## config.mk

```make
export PLATFORM = sky130hd
export DESIGN_NAME = alu_result_stage
export DESIGN_NICKNAME = d
export VERILOG_FILES = /design/src/rtl/alu_result_stage_pkg.sv /design/src/rtl/alu_flag_gen.sv /design/src/rtl/alu_result_stage.sv
export SDC_FILE = /design/constraint.sdc
export NUM_CORES = 1
export LEC_CHECK = 0
export CAP_MARGIN = 20
export CORE_ASPECT_RATIO = 0.75
export CORE_MARGIN = 1
export CORE_UTILIZATION = 45
export CTS_CLUSTER_DIAMETER = 30
export DETAILED_ROUTE_END_ITERATION = 6
export PLACE_DENSITY = 0.72
export RECOVER_POWER = 50
export SYNTH_ARGS = -nofsm -noshare
export SYNTH_HDL_FRONTEND = slang
export SYNTH_HIERARCHICAL = 1
export SYNTH_SLANG_ARGS = --single-unit
```

## constraint.sdc

```tcl
create_clock -name clk -period 5.5 [get_ports clk]
set_input_delay 0.55 -clock clk [delete_from_list [all_inputs] [get_ports clk]]
set_output_delay 0.55 -clock clk [all_outputs]
set_load 0.03 [all_outputs]
```

## src/rtl/alu_result_stage_pkg.sv

```systemverilog
// Shared ALU package.
// Provides the data/opcode widths, the result FIFO state encoding and the
// queued entry layout (result, flags, opcode tag).
package alu_result_stage_pkg;

  localparam int DATA_W = 16;
  localparam int OP_W   = 4;

  typedef enum logic [1:0] {
    EMPTY = 2'd0,
    ONE   = 2'd1,
    FULL  = 2'd2
  } fifo_state_e;

  typedef struct packed {
    logic [DATA_W-1:0] s;
    logic              zero;
    logic              neg;
    logic              ovf;
    logic [OP_W-1:0]   op;
  } entry_t;

endpackage

```

## src/rtl/alu_flag_gen.sv

```systemverilog
// Combinational status flag generator for an ALU result.
// Ports:
//   s    - ALU/shifter result
//   cout - carry or sign-change flag from the ALU op
//   zero - result is all zeros
//   neg  - result MSB
//   ovf  - cout passed through
module alu_flag_gen
  import alu_result_stage_pkg::*;
(
  input  logic [DATA_W-1:0] s,
  input  logic              cout,
  output logic              zero,
  output logic              neg,
  output logic              ovf
);

  assign zero = (s == '0);
  assign neg  = s[DATA_W-1];
  assign ovf  = cout;

endmodule

```

## src/rtl/alu_result_stage.sv

```systemverilog
// ALU result stage: a 2-entry valid/ready FIFO that registers the ALU result,
// attaches zero/neg/ovf flags at push time, and keeps sticky overflow status.
// Ports:
//   clk, rst_n                 - clock, synchronous active-low reset
//   in_valid/in_ready          - upstream handshake
//   in_s, in_cout, in_op       - ALU result, carry flag, opcode tag
//   out_valid/out_ready        - downstream handshake
//   out_s, out_zero, out_neg,
//   out_ovf, out_op            - oldest queued entry (all 0 when empty)
//   clr_sticky                 - clears sticky_ovf and ovf_count
//   sticky_ovf                 - an accepted result had in_cout=1 since clear
//   ovf_count                  - saturating count of such results
module alu_result_stage
  import alu_result_stage_pkg::*;
(
  input  logic              clk,
  input  logic              rst_n,
  input  logic              in_valid,
  output logic              in_ready,
  input  logic [DATA_W-1:0] in_s,
  input  logic              in_cout,
  input  logic [OP_W-1:0]   in_op,
  output logic              out_valid,
  input  logic              out_ready,
  output logic [DATA_W-1:0] out_s,
  output logic              out_zero,
  output logic              out_neg,
  output logic              out_ovf,
  output logic [OP_W-1:0]   out_op,
  input  logic              clr_sticky,
  output logic              sticky_ovf,
  output logic [7:0]        ovf_count
);

  fifo_state_e state_q, state_d;
  entry_t      head_q, tail_q, new_e;
  logic        push, pop, cnt_push;

  alu_flag_gen u_flags (
    .s    (in_s),
    .cout (in_cout),
    .zero (new_e.zero),
    .neg  (new_e.neg),
    .ovf  (new_e.ovf)
  );
  assign new_e.s  = in_s;
  assign new_e.op = in_op;

  // Handshakes depend on registered state only (and reset), never on out_ready.
  assign in_ready  = rst_n & (state_q != FULL);
  assign out_valid = rst_n & (state_q != EMPTY);
  assign push      = in_valid & in_ready;
  assign pop       = out_valid & out_ready;
  assign cnt_push  = push & in_cout;

  always_ff @(posedge clk) begin
    if (!rst_n) state_q <= EMPTY;
    else        state_q <= state_d;
  end

  always_comb begin
    state_d = state_q;
    case (state_q)
      EMPTY:   if (push)         state_d = ONE;
      ONE: begin
        if (push && !pop)        state_d = FULL;
        else if (!push && pop)   state_d = EMPTY;
      end
      FULL:    if (pop)          state_d = ONE;
      default:                   state_d = EMPTY;
    endcase
  end

  // head_q is always the oldest entry; tail_q only holds data in FULL.
  always_ff @(posedge clk) begin
    if (!rst_n) begin
      head_q <= '0;
      tail_q <= '0;
    end else begin
      case (state_q)
        EMPTY: if (push) head_q <= new_e;
        ONE: begin
          if (push && pop) head_q <= new_e;
          else if (push)   tail_q <= new_e;
        end
        FULL:  if (pop)  head_q <= tail_q;
        default: ;
      endcase
    end
  end

  // head_q may be stale after the last pop, so outputs are masked when empty.
  assign out_s    = out_valid ? head_q.s    : '0;
  assign out_zero = out_valid & head_q.zero;
  assign out_neg  = out_valid & head_q.neg;
  assign out_ovf  = out_valid & head_q.ovf;
  assign out_op   = out_valid ? head_q.op   : '0;

  // A counting push in the same cycle as a clear wins over the clear.
  always_ff @(posedge clk) begin
    if (!rst_n) begin
      sticky_ovf <= 1'b0;
      ovf_count  <= 8'h00;
    end else begin
      if (cnt_push)        sticky_ovf <= 1'b1;
      else if (clr_sticky) sticky_ovf <= 1'b0;

      if (clr_sticky)                          ovf_count <= cnt_push ? 8'h01 : 8'h00;
      else if (cnt_push && ovf_count != 8'hFF) ovf_count <= ovf_count + 8'h01;
    end
  end

endmodule
```

[Yosys cells after proc, flatten, opt, wreduce, memory -nomap -nowiden]
Cells that the tools add are included.
Cells by class
  add/sub/neg operators: 1
  equal/unequal tests: 8
  mux-type cells: 16
  bitwise gates (word level): 9
  reductions and logical operators: 15
Operators with widths (count)
  2-to-1 mux 23 bit: 3
  case mux 23 bit (3 select lines): 1
  zero test 16 bit: 1
  2-to-1 mux 16 bit: 1
  2-to-1 mux 8 bit: 2
  adder 8 x 1 -> 8 bit, second input constant: 1
  AND 1 bit: 8
  2-to-1 mux 2 bit: 4
  != test 2 bit, second input constant: 4
  != test 8 bit, second input constant: 1
  case mux 2 bit (3 select lines): 1
  AND reduction 3 bit: 2
  nonzero test 2 bit: 3
  logical AND 1 bit: 4
  2-to-1 mux 4 bit: 1
  AND reduction 4 bit: 1
  2-to-1 mux 1 bit: 3
  != test 3 bit, second input constant: 1
  nonzero test 3 bit: 1
  equality test 2 x 1 -> 1 bit, second input constant: 1
  equality test 2 bit, second input constant: 1
  zero test 1 bit: 2
  zero test 2 bit: 1
  inverter 1 bit: 1
Word-level totals
  register bits after elaboration: 57

[Logic depth before layout (Yosys ltp)]
Gate-level depths: netlist (run 1).
  word-level depth: 8
  gate-level depth with buffers: 8

[Cells and area by module]
Netlist (run 1), hierarchy kept.
By module, submodules not included
  alu_result_stage: instances 1, cells each 308, area an instance 2710.1 sq um, sequential area each 1141.1 sq um
  alu_flag_gen: instances 1, cells each 7, area an instance 48.8 sq um, sequential area each 0.0 sq um

[Least setup slack after synthesis (run 1)]
Ideal clock, no wire load.
  path kind: input port to output port
  from: input port rst_n
  to: output port out_op[0]
  arrival: 1.526 ns
  data required time: 4.950 ns
  slack: 3.424 ns
  stages: 3
  path buffers: 1
  cell sequence: o21a_1 -> clkbuf_1 -> and2_1
Between the ends
  cells in the longest elaborated chain, start to end: 2
Ends and longest elaborated chain
  start: declaration: line alu_result_stage.sv:17  | input logic rst_n,
  AND 1 bit: line alu_result_stage.sv:51  | assign out_valid = rst_n & (state_q != EMPTY);
  via out_valid: line alu_result_stage.sv:23  | output logic out_valid,
  2-to-1 mux 4 bit: line alu_result_stage.sv:97  | assign out_op = out_valid ? head_q.op : '0;
  end: declaration: line alu_result_stage.sv:29  | output logic [OP_W-1:0] out_op,
The timed path passes the listed nets, and every way through them passes these cells.

[Worst setup path in the final report (run 1)]
  from: input port out_ready
  to: register head_q[13] in the netlist's numbering
Between the ends
  cells in the longest elaborated chain, start to end: 4
  elaborated cells between the ends (all ways): 5
  those cells by class: 2 x eq/ne; 1 x bitwise; 2 x reduce/logical
Ends and longest elaborated chain
  start: declaration: line alu_result_stage.sv:24  | input logic out_ready,
  AND 1 bit *: line alu_result_stage.sv:53  | assign pop = out_valid & out_ready;
  logical AND 1 bit: line alu_result_stage.sv:83  | if (push && pop) head_q <= new_e;
  != test 2 bit (no source line)
  AND reduction 4 bit (no source line) *
  end signal: assignment: line alu_result_stage.sv:81  | EMPTY: if (push) head_q <= new_e;
  end signal: assignment: line alu_result_stage.sv:83
  end signal: assignment: line alu_result_stage.sv:86  | FULL: if (pop) head_q <= tail_q;
  end: declaration: line alu_result_stage.sv:36  | entry_t head_q, tail_q, new_e;
Mark *: on every way between the ends. The rest lies on a longest branch, timed or not.
A chain may end at the register's enable or synchronous reset.

==> results of run 1 <==
layout by cell type, fill, tap and decap left out, types with 2 or more instances in the layout:
cell,Yosys,final
nand3_1,4,4
or3_1,2,2
a21oi_1,8,8
and4_1,2,2
clkinv_2,0,3
nand2b_1,3,3
dfxtp_1,57,57
nand4_1,26,26
nor2_1,5,5
nor2b_1,25,24
o211a_1,24,24
clkbuf_8,0,11
buf_4,2,2
mux2i_1,24,24
nor4_1,6,6
inv_1,2,2
nand2_1,54,55
clkbuf_1,16,2
clkdlybuf4s50_1,0,48
and2_1,27,26
o21ai_0,3,3
dlygate4sd3_1,0,10
ha_1,2,2
through the flow:
stage                     total power, mW  hold slack (ps)  instance area (µm²)  utilization [%]  worst slack (ps)
final                              0.9441            443.0                 3568            60.94              2062
after detailed placement           0.5551            440.4                 3373            57.61              2149
after floorplan                    0.5090            463.9                 2759                -              3424
after global routing               0.9861            512.7                 3568            60.94              1855
after CTS                          0.9519            449.3                 3578            61.11              2146
after global placement             0.5535            435.4                 3373            57.61              2143
registers in the layout, summed over array words and instances, names as in the netlist:
name        count
head_q         23
state_q         2
ovf_count       8
sticky_ovf      1
tail_q         23
layer usage:
metal  track usage [%]  vias to the layer above
met4             7.986                        0
met1             29.98                     1126
li1                  -                     1217
met5                 0                        -
met2             31.28                       78
met3             5.044                        9
final cells by class:
class	instances	area [µm²]
fill	545	2287
multi-input combinational	231	1509
sequential	57	1141
timing repair buffer	63	608.1
clock buffer	11	151.4
tap	78	97.59
clock inverter	5	53.80
inverter	2	7.507
worst min-delay path, delay by kind of cell, from the launching register on:
kind | cells | cell delay (ps)
DFF | 1 | 300
and+or+nand+nor | 2 | 100
power breakdown:
part	switching, mW	internal (mW)	total (mW)
clock network	0.167	0.232	0.399
logic	0.0572	0.0498	0.107
registers	0.00872	0.429	0.438
final timing paths:
check,startpoint,to,depth (start not counted)
setup reg to reg,state_q[1],head_q[13],5
setup / recovery,out_ready,head_q[13],6
hold / removal,sticky_ovf,sticky_ovf,2
hold reg to reg,sticky_ovf,sticky_ovf,2
cells by family after synthesis:
kind of cell	after synthesis	synth area share, %
AND/OR/NAND/NOR	161	31.52
multiplexers	24	8.707
flip-flops	57	41.36
buffers and inverters	27	4.172
AO/OA/AOI/OAI	44	13.33
adder cells (fa/ha/maj)	2	0.9069
==> impl_results.md, run 1 <==
- Slowest CP cell: and2_0
- Max rail drop VDD: 0.1523 mV
- Leak Pwr: 1.495 nW
- Clock slew at reported path FFs: 60 ps
- # diodes: 0
- Layout area overhead: 29.34%
- Initial Util: 47.12%
- WL met2: 2812 µm
- Port Buffers: 59
- Post-CTS sizing: 0
- Setup Crit Path Kind: in2reg
- Synthesized area: 2759 µm²
- Post-synthesis sequential area ratio: 41.36%
- Tightest Pin Transition: 1737 ps
- Largest area contributor in the netlist: dfxtp_1
- Routed WL: 6645 µm
- Vias in the first global route: 2,184
- WL/cell: 14.87 µm
- Initial antenna violation count: 0
- CTS Buf Count: 9
- DR vias: 2,430
- Buf/Inv on CP: 2
- Clock Sinks: 57
- Fmax: 290.9 MHz
- Drt initial violations: 240
- Chip width: 92.41 µm
- Synth unique cells: 37
- Share of cells above drive strength 1: 6.233%
- Global-route wire length before repair: 10,670 µm
- Post-Layout Cell Count: 447
- EDFF count, synth: 0
- Final Hold Vio Count: 0
- Post-Syn Instances: 315
- Synth area leaders: dfxtp_1 41%, mux2i_1 8.7%, o211a_1 8.7%
- Met3 Routed Length: 431 µm
- Core area: 5856 µm²
- Tcrit/Tclk final: 62.50%
- Max-Cap Viols: 1
- Max incr delay on CP: 1080 ps
- DIE HEIGHT: 69.81 µm
- Min Tclk post-route: 3438 ps
- Vias per cell: 5.436
- Yosys warns: 6
- IO Pins: 60
- Top post-synthesis cells by count: 57 x dfxtp_1, 54 x nand2_1, 27 x and2_1, 26 x nand4_1, 25 x nor2b_1
- Final Max Tran Viols: 24
- Cell Rows: 24
- DRT met1 WL: 3313 µm
- # setup viols final: 0
- Gr usage total: 21.24%
- Pwr dens: 264.6 nW/µm²
- Routed Antenna Nets: 0
- Top Layer Used: met4
- Clock Tree Buf Depth: 2
- Top-count cell post-synth: dfxtp_1
- Hold Crit Class: reg2reg
- # nets final: 392
- Critical-path maximum fanout: 24
- Number of cells after detailed placement: 431
- Post-synth top area share: 41.36%
- Cts hold-fix bufs: 0
- RSZ-0062 raised after global routing: false
- CP required: 5770 ps
- DRC Markers: 0
- Root Buffer Master: clkbuf_8
- CP Capture Type: flip-flop
- Status: complete, but fails checks
- Critical Path Start Type: input pin
- Dominant synthesized flop cell: dfxtp_1
- Die ar.: 6451 µm²
- Failing checks: max-capacitance violations, max-slew violations
- Async S/R FF share, synth: 0%
- Worst-skew pair later-pin latency: 330 ps
- Crit-path cells: dlygate4sd3_1 > nand2b_1 > a32o_1 > clkbuf_1 > and2_0 > o211a_1
- Routability-driven placement congestion ratio: 0.7903
- H-tree lvl count: 3
- Avg Cell Area, Syn: 8.758 µm²
- Largest net degree at the start of global routing: 80
- DRT Pass-1 Iters: 4
- Final worst clock skew: 8.629 ps
- Mapped Nets: 343
- Critical Path AT: 3710 ps
- Flop-to-flop setup slack: 2460 ps
- Final HPWL DP: 4220 µm
- Post-CTS Setup Repair Bufs: 0
- Worst slew margin: -15.81%
- TritonCTS clock tree: done
- Crit-path leading delay family: buffers and inverters
- #FFs+latches synth: 57
- Setup TNS: 0 ps
- GRT overflow: 0
Power figures use the tool's default switching activity.
==> run 2: changes to the inputs <==
Settings changed: PLACE_DENSITY 0.72 to 0.75.
Clock period 5.5 ns to 2.9 ns, I/O delays scaled along.
==> impl_results.md, run 2 (synthesized netlist as in run 1, its figures left out) <==
- Status: complete, no violations
- Layout area overhead: 30.39%
- Slowest CP cell: clkdlybuf4s50_1
- Final Hold Vio Count: 0
- Setup slack after layout: 228.5 ps
- Hold Crit Class: reg2reg
- Setup Crit Path Kind: reg2out
- Gr usage total: 23.50%
- Cell Rows: 24
- Tcrit/Tclk final: 92.12%
- Largest net degree at the start of global routing: 79
- Critical Path AT: 2380 ps
- Core area: 5856 µm²
- Routed Antenna Nets: 0
- M3 GR Usage: 7.346%
- H-tree lvl count: 3
- TritonCTS clock tree: done
- Buf/Inv on CP: 2
- # setup viols final: 0
- CP required: 2610 ps
- Worst r2r path cells: 5
- Final HPWL DP: 4416 µm
- Vias in the first global route: 2,314
- Port Buffers: 59
- Seq. cell area: 1141 µm²
- GRT busiest layer: met2
- Clock Sinks: 57
- Global-route wire length before repair: 11,650 µm
- Worst-skew pair later-pin latency: 340 ps
- Root Buffer Master: clkbuf_8
- Initial antenna violation count: 0
- Critical Path Start Type: flip-flop
- Post-CTS sizing: 0
- Die ar.: 6451 µm²
- Worst slew margin: 5.819%
- Cts hold-fix bufs: 0
- Most frequent cells in the layout: 57 x dfxtp_1, 55 x nand2_1, 48 x clkdlybuf4s50_1
- Final worst clock skew: 8.487 ps
- Fmax: 374.3 MHz
- DIE HEIGHT: 69.81 µm
- Crit-path leading delay family: buffers and inverters
- Clock slew at reported path FFs: 60 ps
- M1 GR Usage: 32.53%
- DR vias: 2,459
- Max rail drop VDD: 0.2865 mV
- GRT overflow: 0
- # diodes: 0
- Tightest Pin Transition: 1412 ps
- Critical-path maximum fanout: 14
- Setup TNS: 0 ps
- Routed WL: 6955 µm
- Max-Cap Viols: 0
- Drt initial violations: 197
- WL/cell: 15.49 µm
- Post-CTS Setup Repair Bufs: 0
- Min Tclk post-route: 2671 ps
- Pwr dens: 518.8 nW/µm²
- IO Pins: 60
- Chip width: 92.41 µm
- Post-place setup slack: 547.8 ps
- CTS Buf Count: 9
- Crit-path cells: o21a_1 > buf_4 > and2_1 > clkdlybuf4s50_1
- RSZ-0062 raised after global routing: false
- DRC Markers: 0
- GRT met2 Usage: 35.06%
- Vias per cell: 5.477
- Top Registers: head_q (23), tail_q (23), ovf_count (8)
- Layout fillers: 550
- Clock Tree Buf Depth: 2
- Max incr delay on CP: 670 ps
- Utilization after layout: 61.43%
- Final Max Tran Viols: 0
- Commonest non-fill, non-tap cell in the layout: dfxtp_1
- Worst path depth: 4
- CP Capture Type: output pin
- DRT Pass-1 Iters: 5
- Leak Pwr: 1.513 nW
- # nets final: 394
- Initial Util: 47.12%
- Hold Crit Depth: 2
- Share of cells above drive strength 1: 6.469%
- Routability-driven placement congestion ratio: 0.8599
- Footprint of the multi-input gates: 1506 µm²
run 2: cell types whose count changed in the layout (fill, tap and decap cells not counted), sizes merged:
| cell | change |
|---|---|
| buf | +2 |
| bufinv | +1 |
| clkinv | -1 |
run 2: where the power goes:
part | total (mW) | internal [mW] | leakage (nW) | switching (mW)
logic | 0.206 | 0.0960 | 0.935 | 0.110
clock network | 0.828 | 0.506 | 0.113 | 0.322
registers | 0.832 | 0.814 | 0.464 | 0.0174
run 2: routing by layer:
| layer | up-vias | wire length, µm |
|---|---|---|
| met2 | 75 | 3101 |
| met3 | 5 | 515 |
| met4 | 0 | 48 |
| met5 | - | 0 |
| met1 | 1164 | 3289 |
| li1 | 1215 | - |
run 2: area by class of cell:
cell class | instances | share of cell area [%]
multi-input combinational | 231 | 41.88
sequential | 57 | 31.72
timing repair buffer | 65 | 17.36
clock buffer | 11 | 3.930
tap | 78 | 2.713
clock inverter | 5 | 2.191
inverter | 2 | 0.2087
run 2: final timing paths:
kind              start           end  slack (ps)
max          state_q[1]      out_s[6]         230
min          sticky_ovf    sticky_ovf         440
min reg2reg  sticky_ovf    sticky_ovf         440
max reg2reg  state_q[0]  ovf_count[6]         330
run 2: worst register-to-register path, stage by stage, from the launching register on:
cell and delay, ps:
dfxtp_1 440, nand2b_1 150, clkbuf_1 900, nand4_1 470, nor4_1 370, a211oi_1 120
run 2: per-stage QoR:
step | hold slack, ps | cells | power, mW | cell area [µm²]
after floorplan | 407.3 | 315 | 0.9653 | 2759
after global placement | 433.0 | 433 | 1.053 | 3388
after CTS | 446.6 | 449 | 1.884 | 3608
after detailed placement | 437.7 | 433 | 1.055 | 3388
after global routing | 507.1 | 449 | 1.940 | 3597
final | 439.0 | 449 | 1.866 | 3597
